[config.mk]
export PLATFORM = sky130hd
export DESIGN_NAME = mmio_uart_tx
export DESIGN_NICKNAME = d
export VERILOG_FILES = /design/src/rtl/mmio_uart_pkg.sv /design/src/rtl/mmio_uart_tx_fifo.sv /design/src/rtl/mmio_uart_tx.sv
export SDC_FILE = /design/constraint.sdc
export NUM_CORES = 1
export LEC_CHECK = 0
export ABC_AREA = 0
export CORE_MARGIN = 4
export CORE_UTILIZATION = 54
export CTS_CLUSTER_SIZE = 14
export DETAILED_ROUTE_END_ITERATION = 16
export GPL_ROUTABILITY_DRIVEN = 0
export GPL_TIMING_DRIVEN = 0
export PLACE_DENSITY = 0.85
export SETUP_SLACK_MARGIN = 0.2
export SLEW_MARGIN = 20
export SYNTH_ARGS = -nofsm -noshare
export SYNTH_HDL_FRONTEND = slang
export SYNTH_SLANG_ARGS = --single-unit
[constraint.sdc]
create_clock -name clk -period 4.2 [get_ports clk]
set_clock_uncertainty 0.05 [all_clocks]
set_input_delay 0.84 -clock clk [delete_from_list [all_inputs] [get_ports clk]]
set_output_delay 0.84 -clock clk [all_outputs]
set_load 0.01 [all_outputs]
[src/rtl/mmio_uart_pkg.sv]
// Shared definitions for the memory-mapped UART transmitter.
// Contents: register word indices, STATUS bit positions, funct3 access
// encodings, TX FSM state type and a load-size mask helper.
package mmio_uart_pkg;

    // Register word index within the 16-byte window (addr[3:2])
    localparam logic [1:0] REG_TXDATA  = 2'd0;
    localparam logic [1:0] REG_STATUS  = 2'd1;
    localparam logic [1:0] REG_BAUDDIV = 2'd2;
    localparam logic [1:0] REG_RSVD    = 2'd3;

    // STATUS bit positions
    localparam int unsigned ST_FULL      = 0;
    localparam int unsigned ST_EMPTY     = 1;
    localparam int unsigned ST_BUSY      = 2;
    localparam int unsigned ST_OVF       = 3;
    localparam int unsigned ST_COUNT_LSB = 8;

    // funct3 access sizes
    localparam logic [2:0] F3_SB  = 3'b000;
    localparam logic [2:0] F3_SH  = 3'b001;
    localparam logic [2:0] F3_SW  = 3'b010;
    localparam logic [2:0] F3_LBU = 3'b100;
    localparam logic [2:0] F3_LHU = 3'b101;

    typedef enum logic [1:0] {
        S_IDLE  = 2'd0,
        S_START = 2'd1,
        S_DATA  = 2'd2,
        S_STOP  = 2'd3
    } tx_state_e;

    // Mask applied to load data for the access width
    function automatic logic [31:0] size_mask(input logic [2:0] f3);
        case (f3)
            F3_SB, F3_LBU: size_mask = 32'h0000_00FF;
            F3_SH, F3_LHU: size_mask = 32'h0000_FFFF;
            F3_SW:         size_mask = 32'hFFFF_FFFF;
            default:       size_mask = 32'hFFFF_FFFF;
        endcase
    endfunction

endpackage

[src/rtl/mmio_uart_tx_fifo.sv]
// First-word-fall-through synchronous FIFO.
// Ports: clk, reset (async, active high), push/din write side,
// pop/dout read side, full/empty flags, count of stored entries.
// A push while full is accepted only when a pop happens in the same cycle.
module sync_fifo #(
    parameter int unsigned WIDTH = 8,
    parameter int unsigned DEPTH = 16,
    localparam int unsigned CW   = $clog2(DEPTH) + 1
) (
    input  logic             clk,
    input  logic             reset,
    input  logic             push,
    input  logic [WIDTH-1:0] din,
    input  logic             pop,
    output logic [WIDTH-1:0] dout,
    output logic             full,
    output logic             empty,
    output logic [CW-1:0]    count
);

    localparam int unsigned AW = (DEPTH > 1) ? $clog2(DEPTH) : 1;

    logic [WIDTH-1:0] mem [DEPTH];
    logic [AW-1:0]    wr_ptr;
    logic [AW-1:0]    rd_ptr;
    logic             wr_en;
    logic             rd_en;

    assign full  = (count == CW'(DEPTH));
    assign empty = (count == '0);
    assign dout  = mem[rd_ptr];
    assign rd_en = pop & ~empty;
    assign wr_en = push & (~full | rd_en);

    // Pointers and occupancy
    always_ff @(posedge clk or posedge reset) begin
        if (reset) begin
            wr_ptr <= '0;
            rd_ptr <= '0;
            count  <= '0;
        end else begin
            if (wr_en) wr_ptr <= wr_ptr + AW'(1);
            if (rd_en) rd_ptr <= rd_ptr + AW'(1);
            count <= count + CW'(wr_en) - CW'(rd_en);
        end
    end

    // Storage array, no reset needed
    always_ff @(posedge clk) begin
        if (wr_en) mem[wr_ptr] <= din;
    end

endmodule

[src/rtl/mmio_uart_tx.sv]
// Memory-mapped 8N1 console transmitter.
// Ports: clk, reset (async, active high); mem_write/addr/wdata/funct3 from
// the CPU store/load path; rdata registered load data (1-cycle latency);
// tx serial line (idle high); tx_busy frame in flight or FIFO non-empty.
module mmio_uart_tx
    import mmio_uart_pkg::*;
#(
    parameter logic [31:0] BASE_ADDR   = 32'h1000_0000,
    parameter int unsigned FIFO_DEPTH  = 16,
    parameter logic [15:0] DEFAULT_DIV = 16'd867
) (
    input  logic        clk,
    input  logic        reset,
    input  logic        mem_write,
    input  logic [31:0] addr,
    input  logic [31:0] wdata,
    input  logic [2:0]  funct3,
    output logic [31:0] rdata,
    output logic        tx,
    output logic        tx_busy
);

    localparam int unsigned CW = $clog2(FIFO_DEPTH) + 1;

    logic            hit;
    logic [1:0]      wsel;
    logic            wr_txdata;
    logic            wr_status;
    logic            wr_baud;
    logic [7:0]      fifo_dout;
    logic            fifo_full;
    logic            fifo_empty;
    logic [CW-1:0]   fifo_count;
    logic            pop;
    logic            overflow;
    logic [15:0]     baud_div;
    logic [31:0]     status;
    logic [31:0]     reg_word;
    logic            unused_bits;

    tx_state_e   state, state_n;
    logic [15:0] timer, timer_n;
    logic [15:0] div_l, div_n;
    logic [2:0]  bit_idx, bit_n;
    logic [7:0]  shift, shift_n;
    logic        tx_n;
    logic        tx_busy_n;

    assign unused_bits = ^{wdata[31:16]};

    // Address decode
    assign hit       = (addr[31:4] == BASE_ADDR[31:4]);
    assign wsel      = addr[3:2];
    assign wr_txdata = mem_write & hit & (wsel == REG_TXDATA);
    assign wr_status = mem_write & hit & (wsel == REG_STATUS);
    assign wr_baud   = mem_write & hit & (wsel == REG_BAUDDIV);

    sync_fifo #(.WIDTH(8), .DEPTH(FIFO_DEPTH)) u_fifo (
        .clk   (clk),
        .reset (reset),
        .push  (wr_txdata),
        .din   (wdata[7:0]),
        .pop   (pop),
        .dout  (fifo_dout),
        .full  (fifo_full),
        .empty (fifo_empty),
        .count (fifo_count)
    );

    // Sticky overflow: a dropped push sets it, W1C clears it, set wins
    always_ff @(posedge clk or posedge reset) begin
        if (reset) begin
            overflow <= 1'b0;
        end else if (wr_txdata & fifo_full & ~pop) begin
            overflow <= 1'b1;
        end else if (wr_status & wdata[ST_OVF]) begin
            overflow <= 1'b0;
        end
    end

    // Baud divider register; byte stores touch only the low byte
    always_ff @(posedge clk or posedge reset) begin
        if (reset) begin
            baud_div <= DEFAULT_DIV;
        end else if (wr_baud) begin
            if (funct3[1:0] == F3_SB[1:0]) baud_div[7:0] <= wdata[7:0];
            else                           baud_div     <= wdata[15:0];
        end
    end

    // Read mux
    always_comb begin
        status                      = '0;
        status[ST_FULL]             = fifo_full;
        status[ST_EMPTY]            = fifo_empty;
        status[ST_BUSY]             = tx_busy;
        status[ST_OVF]              = overflow;
        status[ST_COUNT_LSB +: 8]   = 8'(fifo_count);
        reg_word = '0;
        if (hit) begin
            case (wsel)
                REG_STATUS:  reg_word = status;
                REG_BAUDDIV: reg_word = {16'h0000, baud_div};
                REG_RSVD:    reg_word = '0;
                default:     reg_word = '0;
            endcase
        end
    end

    // Sub-word loads take the addressed lane, then mask to access width
    always_ff @(posedge clk or posedge reset) begin
        if (reset) rdata <= '0;
        else       rdata <= (reg_word >> {addr[1:0], 3'b000}) & size_mask(funct3);
    end

    // TX FSM registers
    always_ff @(posedge clk or posedge reset) begin
        if (reset) begin
            state   <= S_IDLE;
            timer   <= '0;
            div_l   <= DEFAULT_DIV;
            bit_idx <= '0;
            shift   <= '0;
            tx      <= 1'b1;
            tx_busy <= 1'b0;
        end else begin
            state   <= state_n;
            timer   <= timer_n;
            div_l   <= div_n;
            bit_idx <= bit_n;
            shift   <= shift_n;
            tx      <= tx_n;
            tx_busy <= tx_busy_n;
        end
    end

    // TX FSM next state; tx_n is the line level for the coming cycle
    always_comb begin
        state_n   = state;
        timer_n   = timer;
        div_n     = div_l;
        bit_n     = bit_idx;
        shift_n   = shift;
        tx_n      = tx;
        pop       = 1'b0;
        tx_busy_n = (state != S_IDLE) | ~fifo_empty;
        case (state)
            S_IDLE: begin
                tx_n = 1'b1;
                if (!fifo_empty) begin
                    pop     = 1'b1;
                    shift_n = fifo_dout;
                    div_n   = baud_div;
                    timer_n = baud_div;
                    tx_n    = 1'b0;
                    state_n = S_START;
                end
            end
            S_START: begin
                if (timer == '0) begin
                    state_n = S_DATA;
                    bit_n   = '0;
                    timer_n = div_l;
                    tx_n    = shift[0];
                end else begin
                    timer_n = timer - 16'd1;
                end
            end
            S_DATA: begin
                if (timer == '0) begin
                    timer_n = div_l;
                    if (bit_idx == 3'd7) begin
                        state_n = S_STOP;
                        tx_n    = 1'b1;
                    end else begin
                        shift_n = {1'b0, shift[7:1]};
                        bit_n   = bit_idx + 3'd1;
                        tx_n    = shift[1];
                    end
                end else begin
                    timer_n = timer - 16'd1;
                end
            end
            S_STOP: begin
                if (timer == '0) begin
                    // Back-to-back: pop the next byte without an idle cycle
                    if (!fifo_empty) begin
                        pop     = 1'b1;
                        shift_n = fifo_dout;
                        div_n   = baud_div;
                        timer_n = baud_div;
                        tx_n    = 1'b0;
                        state_n = S_START;
                    end else begin
                        tx_n    = 1'b1;
                        state_n = S_IDLE;
                    end
                end else begin
                    timer_n = timer - 16'd1;
                end
            end
            default: state_n = S_IDLE;
        endcase
    end

endmodule

# Word-level counts from Yosys, hierarchy flattened
# Memories as Yosys holds them, arrays and structs flattened.
# Cells that the tools add are included.
dict set report op_classes {
  addsub 6
  n_mul 0
  div 0
  magnitude_cmp 0
  eq_ne 17
  shift 1
  mux 39
  bitwise 16
  n_reduce_logical 20
}
# operator n
set op_table {}
lappend op_table {{16-bit two-way mux} 6}
lappend op_table {{16-bit case mux with 2 select lines} 2}
lappend op_table {{32-bit case mux with 2 select lines} 1}
lappend op_table {{16-bit case mux with 3 select lines} 1}
lappend op_table {{32-bit bitwise AND} 1}
lappend op_table {{8-bit two-way mux} 4}
lappend op_table {{32-bit by 5-bit right shift with 32-bit output} 1}
lappend op_table {{28-bit by 25-bit equality test with 1-bit output (second input constant)} 1}
lappend op_table {{8-bit case mux with 3 select lines} 1}
lappend op_table {{16-bit zero test} 1}
lappend op_table {{16-bit by 1-bit subtractor with 16-bit output (second input constant)} 1}
lappend op_table {{1-bit two-way mux} 12}
lappend op_table {{2-bit inequality test (second input constant)} 6}
lappend op_table {{2-bit two-way mux} 5}
lappend op_table {{1-bit bitwise AND} 9}
lappend op_table {{3-bit equality test (second input constant)} 3}
lappend op_table {{3-bit two-way mux} 3}
lappend op_table {{4-bit by 1-bit adder with 4-bit output (second input constant)} 2}
lappend op_table {{2-bit case mux with 4 select lines} 1}
lappend op_table {{4-bit AND reduction} 2}
lappend op_table {{2-bit nonzero test} 4}
lappend op_table {{2-bit equality test (second input constant)} 3}
lappend op_table {{2-bit zero test} 3}
lappend op_table {{3-bit case mux with 2 select lines} 1}
lappend op_table {{17 further kinds} 25}
dict set report totals {
  register_bits 109
  latchBits 0
  ram_bits 128
  mem_bits_ro 0
  out_inout_bits 34
  n_memories 1
}
# memory depth width rd rd_ports_with_merged_regs write_ports line
set mem_list {}
lappend mem_list {u_fifo.mem 16 8 1 0 1 mmio_uart_tx_fifo.sv:23} ;# logic [WIDTH-1:0] mem [DEPTH];

# Longest topological paths before layout
# Gate-level depths: netlist (run 1).
dict set report logic_depth {
  depth_word 9
  mapped_depth 15
  depth_no_buf 13
}

# Cells and area by module
# A second synthesis (run 1) with hierarchy kept.
dict set report hier_totals {
  cells_unflattened 712
  hier_area_um2 10172.3
}
# module n_inst cells_per_inst area_each_um2 seq_area_each_um2
set modules_own_cells {}
lappend modules_own_cells {sync_fifo 1 320 5825.6 4169.0}
lappend modules_own_cells {mmio_uart_tx 1 392 4346.7 2018.2}

# Least setup slack after synthesis (run 1)
# No wires, ideal clock.
dict set report synth_path {
  path_type {input to register}
  from {input addr[6]}
  to {memory u_fifo.mem[0][0], enable pin}
  setup_time_ns 0.395
  arrival_ns 2.714
  t_required_ns 3.755
  slack_ns 1.041
  cell_stages 6
  path_buffers 1
  path_cell_list {nor4_1 and4_1 and2_0 and3_1 buf_4 nor4bb_1}
}
dict set report synth_between {
  elab_chain_len 6
}
# item line
set synth_rtl {}
lappend synth_rtl {{start, declared} mmio_uart_tx.sv:15} ;# input logic [31:0] addr,
lappend synth_rtl {{28-bit by 25-bit equality test with 1-bit output} mmio_uart_tx.sv:52} ;# assign hit = (addr[31:4] == BASE_ADDR[31:4]);
lappend synth_rtl {{1-bit bitwise AND (2 in series)} mmio_uart_tx.sv:54} ;# assign wr_txdata = mem_write & hit & (wsel == REG_TXDATA);
lappend synth_rtl {{1-bit bitwise AND} mmio_uart_tx_fifo.sv:33} ;# assign wr_en = push & (~full | rd_en);
lappend synth_rtl {{1-bit two-way mux} mmio_uart_tx_fifo.sv:50} ;# if (wr_en) mem[wr_ptr] <= din;
lappend synth_rtl {{1-bit two-way mux (not written as such)} mmio_uart_tx_fifo.sv:50}
lappend synth_rtl {{end, declared} mmio_uart_tx_fifo.sv:23}
# Every way passes these cells.

# Worst setup path in the final report (run 1)
dict set report layout_path {
  from {register u_fifo.count[2]}
  to {register u_fifo.count[4]}
}
dict set report layout_between {
  elab_chain_len 9
}
# item line
set layout_rtl {}
lappend layout_rtl {{start, declared} mmio_uart_tx_fifo.sv:18} ;# output logic [CW-1:0] count
lappend layout_rtl {{start signal, assigned} mmio_uart_tx_fifo.sv:44} ;# count <= count + CW'(wr_en) - CW'(rd_en);
lappend layout_rtl {{5-bit zero test} mmio_uart_tx_fifo.sv:30} ;# assign empty = (count == '0);
lappend layout_rtl {{1-bit two-way mux} {mmio_uart_tx.sv:150, mmio_uart_tx.sv:187}}
lappend layout_rtl {{1-bit two-way mux} mmio_uart_tx.sv:185} ;# if (timer == '0) begin
lappend layout_rtl {{1-bit case mux with 2 select lines} mmio_uart_tx.sv:147} ;# case (state)
lappend layout_rtl {{1-bit bitwise AND} mmio_uart_tx_fifo.sv:32} ;# assign rd_en = pop & ~empty;
lappend layout_rtl {{1-bit bitwise OR (*)} mmio_uart_tx_fifo.sv:33}
lappend layout_rtl {{1-bit bitwise AND (*)} mmio_uart_tx_fifo.sv:33}
lappend layout_rtl {{net u_fifo.wr_en} mmio_uart_tx_fifo.sv:26} ;# logic wr_en;
lappend layout_rtl {{5-bit by 1-bit adder with 5-bit output (*)} mmio_uart_tx_fifo.sv:44}
lappend layout_rtl {{5-bit by 1-bit subtractor with 5-bit output (*)} mmio_uart_tx_fifo.sv:44}
# Mark *: on every way through the listed nets, which the timed path passes. The rest lies on a longest branch.
# A chain may end at the register's enable or synchronous reset.

==> metrics, run 1 <==
CP Launch Type register; gr usage total 22.7%; first-pass GRT wire length 38400 um; Avg Inst Size Synth 14.5 sq um; clk buf depth 3; standard cell core area 18600 sq um; Routed WL 24100 um; Slew Limit Fails 0; total power 5.44 mW; synthesis-stage register bit count 221; MaxCap Viol Count 0; Critical Path AT 3.99 ns; Site Rows 50; Resized cells post-CTS 0; final setup fails 0; WP data required 4.58 ns; run status complete, no violations; fin crit period 3.61 ns; I/O Pins 104; Least-Margin Pin Slew 0.865 ns; worst hold path type reg2reg; port buffer count 70; CTS tree built; Final #Nets 908; Post-synth EDFFs 128; Starting DRT DRC Count 557; Max Fclk 277 MHz; proportion of layout cells with a drive suffix above 1 20.5%; setup TNS 0 ns; via count 6608; final hold violation count 0; Yosys top cell area share 37.7%; Die Span Y 145 um; DR WL met3 1910 um; Root Buffer clkbuf_16; gr ovfl total 0; Initial Utilization 54.8%; number of global-route vias before repair 6969; clk sinks 221; initial antenna violation count 1; Crit Path Max Fanout 10; Post-Synthesis Cells 705; Cell variety after synth 70; DRC viols 0; PwrDens 451 nW/um^2; top post-synthesis cells by area edfxtp_1, dfrtp_1, mux4_2; peak supply drop 0.000384 V; top_reg_cell synth edfxtp_1; Leakage 4.79 nW; ant diodes 0; Final period util 85.9%; area leader, netlist edfxtp_1; Worst-path clk slew 0.06 ns; CTS Buf Count 23; Cell Area, Synth 10200 sq um; RSZ-0062 raised after global routing no; length of the first detailed-routing pass in iterations 5; Hold Buf Count CTS 0; Critical Path End Type register; Synth top cells by count edfxtp_1, dfrtp_1, mux2_2, nor2_1, o21ai_0; r2r setup slk 0.59 ns; wl on met1 9570 um; die area 21200 sq um; Hold Slack 0.451 ns; DIE WIDTH 145 um; met2 wire length 12000 um; Crit Path Class reg2reg; Synth async-reset ratio 42.1%; Area Growth Syn to Fin 18.1%; Wirelength per Cell 22.5 um; hpwl dp 16000 um; CTS H-tree lvls 1; largest net degree at the start of global routing 68; vias per cell 6.19; post-route ant nets 0; Seq/Total Area, Yosys 60.6%; postcts setup bufs 0; slew margin rel. 42.0%; cell with the most instances after synthesis edfxtp_1; clk_lat worst skew 0.51 ns; Max Used Layer met5; Synth Warn # 0
[flip-flops by register name, summed over array words and instances, names as in the netlist]
register	cells
baud_div	16
bit_idx	3
div_l	16
overflow	1
rdata	16
shift	8
state	2
timer	16
tx	1
tx_busy	1
u_fifo.count	5
u_fifo.mem	128
u_fifo.rd_ptr	4
u_fifo.wr_ptr	4
[placed cells by master (no fill, tap or decap), types with 7 or more instances in the layout]
cell type        synthesis  final
a211oi_1                10     10
dfstp_2                 13     13
conb_1                   1     16
mux2i_1                 14     14
a22oi_1                 12     12
xor2_1                  12     12
ha_1                    21     21
mux2_2                  45     45
mux4_2                  29     29
o22ai_1                 12     12
nand4_1                  7      7
edfxtp_1               128    128
o21ai_0                 30     30
clkbuf_16                0     23
clkdlybuf4s50_1          0     70
o21a_1                   9      9
clkbuf_1                23     31
and4_1                   7      7
and4b_1                  9      9
inv_1                   22     21
a21oi_1                 24     24
nor2_1                  39     39
xnor2_1                 11     11
buf_2                    9      9
nor3_1                   8      8
dfrtp_1                 80     80
and2_1                   7      7
buf_4                   18     18
nand2_1                 19     19
a21o_1                   7      7
[cell type report]
type	instances	area (sq um)
Buffer	54	312
Clock buffer	35	661
Clock inverter	7	70.1
Fill cell	1272	6590
Inverter	23	91.3
Multi-Input combinational cell	422	3710
Sequential cell	221	6190
Tap cell	234	293
Timing Repair Buffer	71	728
[critical path: stages, from the launching register on]
cell and delay [ns]:
dfrtp_1 0.41, inv_1 0.09, ha_1 0.18, nor4b_4 0.62
nor2_1 0.28, a31o_4 0.35, and3_1 0.17, buf_4 0.16
buf_6 0.14, ha_1 0.21, fa_1 0.40, a21oi_1 0.15
nor2_1 0.06, nor2_1 0.12, xnor2_1 0.12
[per-stage QoR]
step,cell area (sq um),setup slack (ns),utilization (%),instances
detailed placement,11300,0.594,60.7,1025
finish,12100,0.591,64.6,1067
CTS,12100,0.632,64.6,1067
global route,12100,0.400,64.6,1067
global placement,11300,-0.596,60.4,1024
floorplan,10300,0.911,-,720
[power by group]
| group | switching, mW | internal, mW | leakage (nW) |
|---|---|---|---|
| logic | 0.655 | 0.417 | 2.09 |
| registers | 0.0366 | 2.35 | 2.35 |
| clock network | 0.822 | 1.15 | 0.357 |
[metal layers]
| layer | vias to the layer above | global-route usage (%) |
|---|---|---|
| met1 | 3348 | 30.1 |
| li1 | 2904 | - |
| met3 | 46 | 4.70 |
| met4 | 2 | 5.79 |
| met2 | 308 | 38.7 |
| met5 | - | 0 |
[worst paths after layout]
path                       depth (start not counted)               to             from
setup / recovery                                  14  u_fifo.count[4]  u_fifo.count[2]
hold / removal                                     1         overflow         overflow
setup reg to reg                                  14  u_fifo.count[4]  u_fifo.count[2]
hold reg to reg                                    1         overflow         overflow
max in group asynchronous                          3      baud_div[8]            reset
min in group asynchronous                          2         shift[0]            reset
[kinds of logic after synthesis]
logic type      after synthesis  share of synthesized area (%)
flops                       221                           60.6
simple gates                139                           8.30
compound gates              127                           8.21
mux                          95                           14.2
buf+inv                      77                           3.90
xor+xnor                     23                           1.97
fa+ha+maj                    22                           2.77
other cells                   1                         0.0367
(Power assumes the default switching activity.)
==> inputs of run 2 (changes only) <==
--- a/config.mk
+++ b/config.mk
@@ -7,12 +7,12 @@
 export LEC_CHECK = 0
 export ABC_AREA = 0
 export CORE_MARGIN = 4
-export CORE_UTILIZATION = 54
+export CORE_UTILIZATION = 27
 export CTS_CLUSTER_SIZE = 14
 export DETAILED_ROUTE_END_ITERATION = 16
 export GPL_ROUTABILITY_DRIVEN = 0
 export GPL_TIMING_DRIVEN = 0
-export PLACE_DENSITY = 0.85
+export PLACE_DENSITY = 0.53
 export SETUP_SLACK_MARGIN = 0.2
 export SLEW_MARGIN = 20
 export SYNTH_ARGS = -nofsm -noshare
==> run 2 against run 1 <==
  * Die area grew 94%
  * Routed wire length up 2.2%
  * Non-clock buffer count unchanged
  * Clock power rose by 4%
  * Critical path type unchanged
  * Critical endpoint unchanged
  * Highest routed layer is now met4
==> metrics, run 2 (synthesized netlist as in run 1, its figures left out) <==
run status complete, no violations; die area 41000 sq um; peak supply drop 0.000257 V; postcts setup bufs 0; Crit Path Class reg2reg; initial antenna violation count 0; final setup fails 0; Routed WL 24600 um; Net Sw Power 1.58 mW; hpwl dp 17200 um; CTS tree built; hold path startpoint bit_idx[0]; clk buf depth 3; largest register by flop count u_fifo.mem; worst hold path type reg2reg; Final #Nets 909; Hold Buf Count CTS 0; Initial Utilization 27.6%; CP Launch Type register; Worst-path clk slew 0.06 ns; fin crit period 3.68 ns; first-pass GRT wire length 38600 um; standard cell core area 37000 sq um; clk sinks 221; Site Rows 70; most common cell after layout, fill and taps aside edfxtp_1; Die Span Y 202 um; r2r worst-path depth 14; Clock power frac 37.0%; slew margin rel. 34.7%; power share of the sequential group 43.3%; Area Growth Syn to Fin 21.7%; RSZ-0062 raised after global routing no; Final period util 87.7%; proportion of layout cells with a drive suffix above 1 21.2%; CTS Buf Count 24; largest net degree at the start of global routing 51; DIE WIDTH 202 um; clk_lat worst skew 0.51 ns; Slew Limit Fails 0; switch share 28.7%; DRC viols 0; MaxCap Viol Count 0; Crit Path Max Fanout 10; hold path depth 1; Placed Instance Area 11700 sq um; ant diodes 0; Critical Path AT 4.07 ns; Comb power frac 19.6%; Starting DRT DRC Count 332; Resized cells post-CTS 0; max FFs per register 128; via count 6250; total power 5.50 mW; port buffer count 70; gr ovfl total 0; Worst Hold End bit_idx[0]; final hold violation count 0; Fillers 3684; Critical Path End Type register; PwrDens 443 nW/um^2; most frequent cells in the layout edfxtp_1, dfrtp_1, clkdlybuf4s50_1; vias per cell 4.67; Layout Utilization 33.6%; Max Fclk 271 MHz; Wirelength per Cell 18.4 um; gr usage total 11.8%; Leakage 4.81 nW; Reg2Reg Capture Point u_fifo.count[4]; CTS H-tree lvls 1; WP data required 4.59 ns; Finished Cell Area 12400 sq um; number of global-route vias before repair 6511; Power Internal 3.92 mW; Least-Margin Pin Slew 0.954 ns; Root Buffer clkbuf_16; post-route ant nets 0; r2r setup slk 0.52 ns; I/O Pins 104; length of the first detailed-routing pass in iterations 5; area of the multi-input gates 3710 sq um; Reg area 6190 sq um; worst r2r src u_fifo.count[2]
[run 2: worst max path at each step]
stage / cells past startpoint / endpoint / startpoint
2_1_floorplan: 1 / baud_div[10] / reset
3_3_place_gp: 2 / u_fifo.count[2] / reset
3_5_place_dp: 14 / u_fifo.count[4] / u_fifo.count[2]
4_1_cts: 14 / u_fifo.count[4] / u_fifo.count[2]
5_1_grt: 14 / u_fifo.count[4] / u_fifo.count[2]
6_report: 14 / u_fifo.count[4] / u_fifo.count[2]
[run 2: critical path: stages, from the launching register on]
cell and delay (ns):
dfrtp_1 0.40, inv_1 0.10, ha_1 0.20, nor4b_4 0.67
nor2_1 0.31, a31o_4 0.35, and3_1 0.17, buf_4 0.16
buf_6 0.14, ha_1 0.21, fa_1 0.42, a21oi_1 0.14
nor2_1 0.05, nor2_1 0.11, xnor2_1 0.12
[run 2: metrics by stage]
step,setup slack [ns],setup TNS [ns],hold slack (ns),std cells
2_1_floorplan,0.911,0,0.406,720
3_3_place_gp,-0.868,-75.74,0.435,1294
3_5_place_dp,0.559,0,0.441,1295
4_1_cts,0.525,0,0.454,1339
5_1_grt,0.299,0,0.477,1339
6_report,0.516,0,0.448,1339
[run 2: routing by layer]
| metal | part of all wire, % | wire, um | vias to the layer above | global-route usage (%) |
|---|---|---|---|---|
| met5 | 0 | 0 | - | 0 |
| met4 | 2.1 | 521 | 0 | 3.35 |
| met3 | 4.2 | 1030 | 29 | 1.67 |
| met2 | 48 | 11700 | 157 | 19.5 |
| met1 | 46 | 11300 | 3166 | 16.3 |
| li1 | - | - | 2898 | - |
[run 2: cell type report]
type                    instances  share of cell area, %
flip-flops and latches        221                   49.8
multi-input cells             422                   29.9
repair buffers                 71                   5.86
clock buffers                  28                   5.12
well taps                     504                   5.08
plain buffers                  54                   2.51
clock inverters                16                   1.04
inverters                      23                  0.735
[run 2: power by group through the flow]
stage / Sequential [mW] / Clock, mW / Combinational (mW)
final: 2.39 / 2.04 / 1.08
after global routing: 2.39 / 2.18 / 1.19
after floorplan: 2.42 / 0 / 0.723
after detailed placement: 2.43 / 0 / 1.09
after CTS: 2.39 / 2.09 / 1.09
after global placement: 2.43 / 0 / 1.08
==> inputs of run 3 (changes only) <==
--- a/config.mk
+++ b/config.mk
@@ -5,10 +5,10 @@
 export SDC_FILE = /design/constraint.sdc
 export NUM_CORES = 1
 export LEC_CHECK = 0
-export ABC_AREA = 0
+export ABC_AREA = 1
 export CORE_MARGIN = 4
 export CORE_UTILIZATION = 27
-export CTS_CLUSTER_SIZE = 14
+export CTS_CLUSTER_SIZE = 24
 export DETAILED_ROUTE_END_ITERATION = 16
 export GPL_ROUTABILITY_DRIVEN = 0
 export GPL_TIMING_DRIVEN = 0
==> run 3 against run 2 <==
  * Non-clock buffer count increased by 7
  * Cell count increased by 36%
  * Sequential power fell by 4%
  * Area after synthesis grew 6.0%
  * Register-to-register slack gained 0.59 ns
  * Sequential cell count is the same
  * Power is 16% lower
  * Combinational power fell by 86%
  * Routed wire length rose by 17%
  * Critical path type unchanged
==> metrics, run 3 <==
setup TNS 0 ns; Yosys top cell area share 35.5%; Area Growth Syn to Fin 20.8%; Leakage 5.54 nW; run status complete, no violations; Synth top cells by count nand2_1, nor2_1, edfxtp_1, nand3_1, inv_1; final hold violation count 0; Crit Path Class reg2reg; Cells after DPL 1785; slew margin rel. 36.3%; r2r worst-path depth 15; RSZ-0062 raised after global routing no; die area 43300 sq um; Layout Cells excl Fill 1827; ant diodes 0; number of global-route vias before repair 8029; Wirelength per Cell 15.7 um; top post-synthesis cells by area edfxtp_1, dfrtp_1, nand2_1; I/O Pins 104; Synth Warn # 0; top_reg_cell synth edfxtp_1; vias per cell 4.51; postcts setup bufs 0; critical path cell sequence inv_1 > ha_1 > nand3_2 > nand2_1 > inv_1 > nand2_1 > nand3_4 > nand2_2 > inv_1 > ha_1 > fa_1 > a21oi_1 > nor2_1 > nor2_1 > xor2_1; largest net degree at the start of global routing 75; peak supply drop 0.000235 V; Slew Limit Fails 0; PwrDens 353 nW/um^2; CP max stage cell fa_1; CP Launch Type register; Initial Utilization 27.3%; CTS tree built; Critical Path AT 3.48 ns; clk_lat worst skew 0.51 ns; Cell Area, Synth 10800 sq um; Reg2Reg Capture Point u_fifo.count[4]; Post-Synthesis Cells 1174; cell mode on critical path inv_1; WP depth 15; Least-Margin Pin Slew 0.953 ns; Hold Slack 0.424 ns; gr usage total 13.0%; DIE WIDTH 208 um; Resized cells post-CTS 0; initial antenna violation count 0; largest register by flop count u_fifo.mem; clk sinks 221; Final #Nets 1377; crit-path leading delay family simple AND/OR/NAND/NOR gates; Slowest Stage Delay on Critical Path 0.40 ns; synthesis-stage register bit count 221; Worst-path clk slew 0.07 ns; WP buf/inv 3; final setup fails 0; gr ovfl total 0; area leader, netlist edfxtp_1; Die Span Y 208 um; proportion of layout cells with a drive suffix above 1 9.60%; Critical Path End u_fifo.count[4]; Routed WL 28700 um; first-pass GRT wire length 45600 um; CTS Buf Count 23; port buffer count 70; Site Rows 73; Critical Path Start u_fifo.count[2]; Max Fclk 324 MHz; Synth async-reset ratio 42.1%; DRC viols 0; setup ws final 1.11 ns; pre-CTS setup slack 0.652 ns; Post-synth EDFFs 128; Fillers 4079; WP data required 4.59 ns; via count 8242; post-route ant nets 0; Starting DRT DRC Count 663; r2r setup slk 1.11 ns; Cell variety after synth 41; length of the first detailed-routing pass in iterations 5; worst hold path type reg2reg; most frequent cells in the layout nand2_1, nor2_1, edfxtp_1; Root Buffer clkbuf_16; Layout Utilization 33.0%; standard cell core area 39600 sq um; Seq/Total Area, Yosys 57.2%; most common cell after layout, fill and taps aside nand2_1; max FFs per register 128; worst r2r src u_fifo.count[2]; Hold Buf Count CTS 0; cell with the most instances after synthesis nand2_1; Critical Path End Type register; Crit Path Max Fanout 10; MaxCap Viol Count 0; clk buf depth 3; CTS H-tree lvls 1; Final period util 73.6%; fin crit period 3.09 ns; Avg Inst Size Synth 9.22 sq um; hpwl dp 20600 um
## run 3: how the worst min path moves through the flow
stage / startpoint / end / slack (ns) / depth (start not counted)
2_1_floorplan: bit_idx[0] / bit_idx[0] / 0.40 / 1
3_3_place_gp: div_l[1] / div_l[1] / 0.41 / 2
3_5_place_dp: div_l[1] / div_l[1] / 0.41 / 2
4_1_cts: div_l[1] / div_l[1] / 0.42 / 2
5_1_grt: div_l[5] / div_l[5] / 0.44 / 2
6_report: div_l[1] / div_l[1] / 0.42 / 2
## run 3: layout make-up
class	instances	area, sq um	area share, %
timing repair buffer	71	728	5.57
clock inverter	12	153	1.17
tap	525	657	5.03
clock buffer	30	653	5.00
inverter	107	407	3.11
sequential	221	6190	47.3
buffer	61	322	2.46
multi-input combinational	800	3970	30.3
## run 3: per-layer routing
metal / wire length (um) / up-vias / GRT usage, %
li1: - / 4093 / -
met1: 13800 / 3849 / 19.1
met2: 12400 / 260 / 19.8
met3: 1770 / 40 / 2.20
met4: 724 / 0 / 3.67
met5: 0 / - / 0
## run 3: cell families after synthesis
group	after synthesis	synth area share, %
DFF	221	57.2
xor gates and xnor gates	14	1.13
buffers and inverters	168	6.68
AOI/OAI and AO/OA	171	8.87
adders and majority gates	22	2.61
other	1	0.0347
and+or+nand+nor	577	23.5
## run 3: worst reg2reg max path, stage by stage (launching register included)
cell	delay (ns)
dfrtp_1	0.38
inv_1	0.12
ha_1	0.22
nand3_2	0.21
nand2_1	0.17
inv_1	0.08
nand2_1	0.15
nand3_4	0.24
nand2_2	0.20
inv_1	0.11
ha_1	0.23
fa_1	0.40
a21oi_1	0.14
nor2_1	0.05
nor2_1	0.10
xor2_1	0.15
## run 3: power breakdown
group | internal (mW) | leakage [nW] | switching, mW
combinational | 0.0673 | 2.87 | 0.0850
clock | 1.29 | 0.390 | 0.871
sequential | 2.30 | 2.27 | 0.000552
total | 3.66 | 5.54 | 0.956
## run 3: metrics by stage
step	total power, mW	area, sq um
global placement	2.50	12200
global route	4.78	13100
floorplan	2.40	10900
CTS	4.67	13100
detailed placement	2.50	12300
finish	4.62	13100
